### config.mk
export PLATFORM = sky130hd
export DESIGN_NAME = booth_mac_acc
export DESIGN_NICKNAME = d
export VERILOG_FILES = /design/src/rtl/booth_mac_acc.sv
export SDC_FILE = /design/constraint.sdc
export NUM_CORES = 1
export LEC_CHECK = 0
export ABC_AREA = 1
export CAP_MARGIN = 40
export CORE_MARGIN = 2
export CORE_UTILIZATION = 25
export CTS_CLUSTER_SIZE = 16
export DETAILED_ROUTE_END_ITERATION = 10
export GPL_TIMING_DRIVEN = 0
export PLACE_DENSITY = 0.54
export SYNTH_ARGS = -nofsm -noshare
export SYNTH_HDL_FRONTEND = slang
export SYNTH_SLANG_ARGS = --single-unit
### constraint.sdc
create_clock -name clk -period 3.5 [get_ports clk]
set_input_delay 0.7 -clock clk [delete_from_list [all_inputs] [get_ports clk]]
set_output_delay 0.7 -clock clk [all_outputs]
set_load 0.01 [all_outputs]
### src/rtl/booth_mac_acc.sv
// Saturating multiply-accumulate stage: sums ACC_LEN signed products per result
// and presents each result on a valid/ready port, flagging products dropped while stalled.
//
// state    | meaning
// ---------+----------------------------------------------------------
// ST_ACCUM | accepting products into the partial sum
// ST_OUT   | result held on acc_out until acc_valid && acc_ready
module booth_mac_acc #(
  parameter int PROD_W  = 33,
  parameter int ACC_W   = 40,
  parameter int ACC_LEN = 4
) (
  input  logic              clk,
  input  logic              rst,
  input  logic [PROD_W-1:0] product_in,
  input  logic              product_valid,
  input  logic              clear,
  output logic              in_ready,
  output logic [ACC_W-1:0]  acc_out,
  output logic              acc_valid,
  input  logic              acc_ready,
  output logic              acc_sat,
  output logic              drop_err,
  output logic [7:0]        count
);

  typedef enum logic {ST_ACCUM, ST_OUT} state_t;

  localparam logic [7:0]       LAST    = 8'(ACC_LEN - 1);
  localparam logic [ACC_W-1:0] SAT_MAX = {1'b0, {(ACC_W-1){1'b1}}};
  localparam logic [ACC_W-1:0] SAT_MIN = {1'b1, {(ACC_W-1){1'b0}}};

  state_t             state_q, state_d;
  logic [ACC_W-1:0]   acc_q, acc_d;
  logic [7:0]         count_q, count_d;
  logic [ACC_W-1:0]   acc_out_q, acc_out_d;
  logic               acc_valid_q, acc_valid_d;
  logic               acc_sat_q, acc_sat_d;
  logic               drop_err_q, drop_err_d;
  logic               sat_trk_q, sat_trk_d;

  logic [ACC_W:0]     sum_wide;
  logic [ACC_W-1:0]   sum_sat;
  logic               ovf;

  // One guard bit above the accumulator; overflow shows as guard != MSB.
  always_comb begin
    sum_wide = {acc_q[ACC_W-1], acc_q}
             + {{(ACC_W+1-PROD_W){product_in[PROD_W-1]}}, product_in};
    ovf      = sum_wide[ACC_W] ^ sum_wide[ACC_W-1];
    if (!ovf)
      sum_sat = sum_wide[ACC_W-1:0];
    else if (sum_wide[ACC_W])
      sum_sat = SAT_MIN;
    else
      sum_sat = SAT_MAX;
  end

  always_comb begin
    state_d     = state_q;
    acc_d       = acc_q;
    count_d     = count_q;
    acc_out_d   = acc_out_q;
    acc_valid_d = acc_valid_q;
    acc_sat_d   = acc_sat_q;
    drop_err_d  = drop_err_q;
    sat_trk_d   = sat_trk_q;
    if (clear) begin
      state_d     = ST_ACCUM;
      acc_d       = '0;
      count_d     = '0;
      acc_valid_d = 1'b0;
      acc_sat_d   = 1'b0;
      drop_err_d  = 1'b0;
      sat_trk_d   = 1'b0;
    end else begin
      case (state_q)
        ST_ACCUM: begin
          if (product_valid) begin
            if (count_q == LAST) begin
              acc_out_d   = sum_sat;
              acc_sat_d   = sat_trk_q | ovf;
              acc_valid_d = 1'b1;
              acc_d       = '0;
              count_d     = '0;
              sat_trk_d   = 1'b0;
              state_d     = ST_OUT;
            end else begin
              acc_d     = sum_sat;
              count_d   = count_q + 8'd1;
              sat_trk_d = sat_trk_q | ovf;
            end
          end
        end
        ST_OUT: begin
          if (product_valid) drop_err_d = 1'b1;
          if (acc_ready) begin
            acc_valid_d = 1'b0;
            state_d     = ST_ACCUM;
          end
        end
        default: state_d = ST_ACCUM;
      endcase
    end
  end

  always_ff @(posedge clk or posedge rst) begin
    if (rst) begin
      state_q     <= ST_ACCUM;
      acc_q       <= '0;
      count_q     <= '0;
      acc_out_q   <= '0;
      acc_valid_q <= 1'b0;
      acc_sat_q   <= 1'b0;
      drop_err_q  <= 1'b0;
      sat_trk_q   <= 1'b0;
    end else begin
      state_q     <= state_d;
      acc_q       <= acc_d;
      count_q     <= count_d;
      acc_out_q   <= acc_out_d;
      acc_valid_q <= acc_valid_d;
      acc_sat_q   <= acc_sat_d;
      drop_err_q  <= drop_err_d;
      sat_trk_q   <= sat_trk_d;
    end
  end

  assign in_ready  = (state_q == ST_ACCUM) && !clear;
  assign acc_out   = acc_out_q;
  assign acc_valid = acc_valid_q;
  assign acc_sat   = acc_sat_q;
  assign drop_err  = drop_err_q;
  assign count     = count_q;

endmodule

==> Word level (Yosys, flattened, before mapping) <==
Cells that the tools add are included.
{ "word_totals": {"ff_bits": 93, "latch_bits": 0, "ramBits": 0, "romBits": 0, "input_bits": 38, "output_inout_bits": 52, "n_memories": 0} }
{ "classes": {"add_sub_neg": 2, "n_mul": 0, "div": 0, "order_cmp": 0, "eq_ne": 5, "shift": 0, "muxes": 31, "bitwise": 4, "n_reduce_logical": 10} }
{ "ops": {"columns": ["cell", "count"], "rows": [
  ["$mux W40", 6],
  ["$add A40 B33 Y41", 1],
  ["$mux W8", 4],
  ["$mux W1", 19],
  ["$ne A3 B3 Y1 const B", 3],
  ["$add A8 B1 Y8 const B", 1],
  ["$eq A8 B2 Y1 const B", 1],
  ["$reduce_and A3 Y1", 2],
  ["$reduce_bool A2 Y1", 3],
  ["$pmux W1 S2", 2],
  ["$reduce_and A2 Y1", 2],
  ["$reduce_and A4 Y1", 1],
  ["$ne A2 B2 Y1 const B", 1],
  ["$not A1 Y1", 2],
  ["$logic_and A1 B1 Y1", 1],
  ["$logic_not A1 Y1", 1],
  ["$or A1 B1 Y1", 1],
  ["$xor A1 B1 Y1", 1]
]} }

==> Logic depth before layout (Yosys ltp) <==
{ "logic_depth": {"depth_word": 7, "mapped_depth": 20, "ltp_nobuf": 19} }

==> Worst setup path before layout <==
OpenSTA, ideal clock, no wires.
{ "synth_path": {"path_kind": "input port to flip-flop", "start": "in product_in[0]", "end": "reg acc_out_q[33], in the netlist acc_out[33]", "setup_time_ns": 0.118, "arrival_time_ns": 2.598, "required_time_ns": 3.382, "path_slack_ns": 0.785, "stages": 18, "cell_sequence": "ha_1 inv_1 fa_1 inv_1 nand3_1 nand2_2 nand2_1 nand2_1 nand2_1 nand3_2 nand2_2 nand3_1 nand2_4 nand2_8 buf_6 o21ai_2 nand2_1 nand2_1"} }
{ "synth_via": {"elab_chain_cells": 3} }
{ "synth_rtl": {"columns": ["element", "line_no", "rtl"], "rows": [
  ["start, declared", "15", "input logic [PROD_W-1:0] product_in,"],
  ["$add A40 B33 Y41 *", "49", "+ {{(ACC_W+1-PROD_W){product_in[PROD_W-1]}}, product_in};"],
  ["$mux W40 / $xor A1 B1 Y1 (equally long branches)", "53, 50", null],
  ["$mux W40 *", "51", "if (!ovf)"],
  ["end signal, assigned", "121", "acc_out_q <= acc_out_d;"],
  ["end, declared", "36", "logic [ACC_W-1:0] acc_out_q, acc_out_d;"]
]} }
Mark *: on every way between the ends. The rest lies on a longest branch, timed or not.
A chain may end at the register's enable or synchronous reset.

==> Worst setup path after layout <==
{ "layout_path": {"start": "in product_in[0]", "end": "reg acc_q[29]"} }
{ "layout_via": {"elab_chain_cells": 7} }
{ "layout_rtl": {"columns": ["element", "line_no", "rtl"], "rows": [
  ["$add A40 B33 Y41 *", "49", null],
  ["$mux W40 / $xor A1 B1 Y1 (equally long branches)", "53, 50", null],
  ["$mux W40 *", "51", null],
  ["$mux W40 *", "80", "if (count_q == LAST) begin"],
  ["$mux W40 *", "79", "if (product_valid) begin"],
  ["$mux W40 *", "77", "case (state_q)"],
  ["$mux W40 *", "68", "if (clear) begin"],
  ["end signal, assigned", "110", "acc_q <= '0;"],
  ["end signal, assigned", "119", "acc_q <= acc_d;"],
  ["end, declared", "34", "logic [ACC_W-1:0] acc_q, acc_d;"]
]} }
Mark *: on every way between the ends. The rest lies on a longest branch, timed or not. The select of a mux whose other input is x is not followed.

==> key figures <==
Critical path
  • Kind of end point of the critical path: flip-flop
  • Maximum fanout encountered on the critical timing path: 10
  • Required @ worst endpoint: ~3.8 ns
  • Critical Setup Path Class: primary input to flip-flop
  • CP arrival: 3.58 ns
  • Nature of the critical path startpoint: primary input

Die
  • Initial standard-cell utilization of the core: 0.252
  • Die H: 174 um
  • Core Footprint: ~29000 um2
  • IO Pins: 90
  • Placement Rows: 62
  • Width of the die: about 170 um
  • Overall die area: around 30000 um2

Timing
  • Max Slew Vio Count: 0
  • Final Hold Vio Count: 0
  • Maximum frequency from static timing analysis: 0.301 GHz
  • Remaining max-slew budget at the tightest pin: 0.537
  • Final setup violation count: 0
  • Crit path time final: 3.32 ns
  • Ratio of final minimum period to clock period: 0.949
  • Slew at the pin closest to its max-slew limit: 0.695 ns
  • Setup TNS: 0 ns
  • Setup Skew: about 0.011 ns
  • Setup repair after global routing missed its margin: false

Clock tree
  • Clock latency reported for the late side of the worst-skew pair: about 0.36 ns
  • Max H-tree Level: 3
  • Inserted Clock Buffers: 9
  • Clock tree from TritonCTS: done
  • Post-CTS clock slew at the launch and capture registers of the worst setup and hold paths: roughly 0.070 ns
  • Clock root buffer: sky130_fd_sc_hd__clkbuf_16
  • Clock sink count: 93
  • CTS Hold Bufs: 0
  • Clock buffer depth: 2

Layout
  • Share of post-route cells with drive strength above 1: 0.0910
  • P&R area growth vs syn: 23.6%
  • Storage cell area: roughly 2300 um2
  • Final core utilization: 0.312
  • Number of filler cells placed in the layout: roughly 3200
  • Multi-input gate area in the final layout: between 4000 and 5000 um2
  • Layout Nets: 1252
  • Number of antenna diodes: 0

Routing
  • Number of violations reported at the end of detailed-routing iteration 0: around 500
  • Routed len/inst: approximately 15 um
  • Detailed-route via count: 6884
  • Antenna-violating nets left: 0
  • Count of unresolved DRC violations after routing: 0
  • Drt via density: between 4 and 5
  • Pre-antenna DRT Iters: 5
  • Total wire length: 23600 um

Global route
  • Aggregate global routing overflow: 0
  • Overall global routing resource usage: 0.159
  • Number of global-route vias before repair: between 6000 and 7000
  • Initial antenna violation count: 0
  • Wire length of the first global-routing pass: between 30000 and 40000 um
  • Maximum number of pins on one net before global-route repair: 49

Logic synthesis
  • Simple-gate portion of the synthesized area: 0.380
  • Area share of fa/ha/maj cells after synthesis: 0.0740
  • Count of flip-flops with a built-in enable after synthesis: 0
  • Area share of xor/xnor cells in the synthesized design: 0.0304
  • Main combinational cell family by area after synthesis: simple AND/OR/NAND/NOR gates
  • Instance count of the mapped netlist: between 1000 and 1500
  • Cell type with the largest total area after synthesis: sky130_fd_sc_hd__dfrtp_1
  • Most used standard cell by instance count after synthesis: sky130_fd_sc_hd__nand2_1
  • Post-synthesis register bit count: 93
  • Synthesis warning total: 0
  • Compound-cell area share of the yosys netlist: 0.112
  • Ranking of synthesized cells by area: sky130_fd_sc_hd__dfrtp_1, sky130_fd_sc_hd__nand2_1, sky130_fd_sc_hd__ha_1
  • Combined area of all synthesized cells: between 7000 and 8000 um2
  • Synth unique cells: 40
  • Mapped Nets: roughly 1100
  • Leading cell types by count after synthesis: sky130_fd_sc_hd__nand2_1, sky130_fd_sc_hd__nor2_1, sky130_fd_sc_hd__inv_1
  • Multiplexer share of the synthesized area: 0
  • Post-synth top area share: 0.323
  • Syn_area_per_cell: 6.74 um2
  • Synth Flop Type: sky130_fd_sc_hd__dfrtp_1
  • Sequential cell area fraction in the yosys report: 0.323
  • Asr flop ratio synth: 1.00

Power and ir drop
  • IR Drop Worst-Case VDD: roughly 0.30 mV
  • Pwr/cell area: approximately 820 nW/um2
  • Total design power: around 0.0073 W
  • P_leak: 4.58 nW

Outcome
  • Outcome: finished clean

Job
  • Maximum Capacitance Violations: 0

Place
  • Placer's final routability congestion estimate: 0.902
  • Port-buffer cells: 89
  • Final HPWL from detailed placement: about 19000 um

Min path
  • Worst hold path class: flip-flop to flip-flop
==> layout make-up <==
class,instances,area share
Sequential cell,93,0.261
Multi-Input combinational cell,841,0.484
Clock inverter,5,0.00421
Buffer,24,0.0191
Timing Repair Buffer,92,0.105
Inverter,111,0.0471
Clock buffer,10,0.0257
Tap cell,384,0.0539
==> state kept, by name, summed over array words and instances (netlist names) <==
register and count:
acc_q 40, acc_valid 1, acc_sat 1, count 8
state_q 1, acc_out 40, sat_trk_q 1, drop_err 1
==> layer usage <==
| metal | share of wire | GRT usage | vias up |
|---|---|---|---|
| met5 | 0 | 0 | - |
| met3 | 0.033 | 0.0221 | 18 |
| met2 | 0.46 | 0.263 | 129 |
| met4 | 0.012 | 0.0392 | 0 |
| met1 | 0.50 | 0.219 | 3149 |
| li1 | - | - | 3588 |
==> stage by stage <==
step                worst slack, ns  instance area, um2  instances  hold slack (ns)
floorplan                     0.380                7210       1069            0.453
detailed placement           -0.406                8610       1543            0.469
CTS                         0.00321                8880       1558            0.490
global placement              -1.38                8580       1542            0.464
finish                        0.178                8910       1560            0.479
global route                0.00984                8910       1560            0.499
==> placed cells by master (no fill, tap or decap), types with 3 or more instances in the layout <==
cell,synthesis,layout
sky130_fd_sc_hd__nand2_1,443,441
sky130_fd_sc_hd__nor2_1,110,110
sky130_fd_sc_hd__inv_1,109,108
sky130_fd_sc_hd__dfrtp_1,93,93
sky130_fd_sc_hd__clkdlybuf4s50_1,0,89
sky130_fd_sc_hd__a21oi_1,46,46
sky130_fd_sc_hd__nand3_1,43,43
sky130_fd_sc_hd__ha_1,41,40
sky130_fd_sc_hd__o21ai_0,22,22
sky130_fd_sc_hd__nand2_2,20,22
sky130_fd_sc_hd__a31oi_2,20,20
sky130_fd_sc_hd__nand4_1,14,14
sky130_fd_sc_hd__xor2_1,14,14
sky130_fd_sc_hd__xnor2_1,11,11
sky130_fd_sc_hd__o21ai_2,10,10
sky130_fd_sc_hd__clkbuf_1,8,9
sky130_fd_sc_hd__clkbuf_16,0,9
sky130_fd_sc_hd__buf_6,8,8
sky130_fd_sc_hd__o21bai_1,7,7
sky130_fd_sc_hd__buf_2,7,7
sky130_fd_sc_hd__nor3_1,6,6
sky130_fd_sc_hd__nor2_2,6,6
sky130_fd_sc_hd__a21oi_2,4,4
sky130_fd_sc_hd__nand3_2,3,3
==> repair_timing <==
action	4_1_cts	5_1_grt
setup endpoints to repair	7	79
pin swaps	0	1
buffers inserted	0	2
gates resized for setup	1	3
==> cells by family (layout without fill, tap and decap cells) <==
kind of cell / after synthesis / after routing
AND/OR/NAND/NOR: 659 / 659
buffers and inverters: 135 / 242
AO/OA/AOI/OAI: 115 / 115
flip-flops: 93 / 93
adder cells (fa/ha/maj): 42 / 42
XOR/XNOR: 25 / 25
==> power breakdown <==
| part | internal [W] | switching [W] |
|---|---|---|
| Combinational | 0.00179 | 0.00286 |
| Clock | 0.000482 | 0.000472 |
| Sequential | 0.00149 | 0.000250 |
==> worst max-delay path, stage by stage <==
cell,delay [ns]
sky130_fd_sc_hd__clkdlybuf4s50_1,0.54
sky130_fd_sc_hd__ha_4,0.19
sky130_fd_sc_hd__inv_1,0.05
sky130_fd_sc_hd__fa_1,0.40
sky130_fd_sc_hd__inv_1,0.10
sky130_fd_sc_hd__nand3_1,0.08
sky130_fd_sc_hd__nand2_2,0.11
sky130_fd_sc_hd__nand2_1,0.07
sky130_fd_sc_hd__nand2_2,0.13
sky130_fd_sc_hd__nand2_1,0.09
sky130_fd_sc_hd__nand3_2,0.16
sky130_fd_sc_hd__nand2_2,0.09
sky130_fd_sc_hd__nand2_2,0.08
sky130_fd_sc_hd__nand2_1,0.05
sky130_fd_sc_hd__nand2_1,0.07
sky130_fd_sc_hd__nand2_2,0.12
sky130_fd_sc_hd__buf_6,0.18
sky130_fd_sc_hd__nand2_1,0.17
sky130_fd_sc_hd__nand2_1,0.09
sky130_fd_sc_hd__nand2_1,0.06
sky130_fd_sc_hd__nand2_1,0.04
==> final timing paths <==
check | start | endpoint | slack (ns) | depth (start not counted)
max in group asynchronous | rst | acc_q[35]$_DFFE_PP0P_ | 2.06 | 3
worst max register to register | acc_q[0]$_DFFE_PP0P_ | acc_q[29]$_DFFE_PP0P_ | 0.69 | 20
worst min register to register | acc_out[34]$_DFFE_PP0P_ | acc_out[34]$_DFFE_PP0P_ | 0.48 | 2
min in group asynchronous | rst | drop_err$_DFFE_PP0P_ | 0.77 | 2
worst min-delay path | acc_out[34]$_DFFE_PP0P_ | acc_out[34]$_DFFE_PP0P_ | 0.48 | 2
worst max-delay path | product_in[0] | acc_q[29]$_DFFE_PP0P_ | 0.18 | 21
Note: power is estimated with default switching activity, not from simulation.
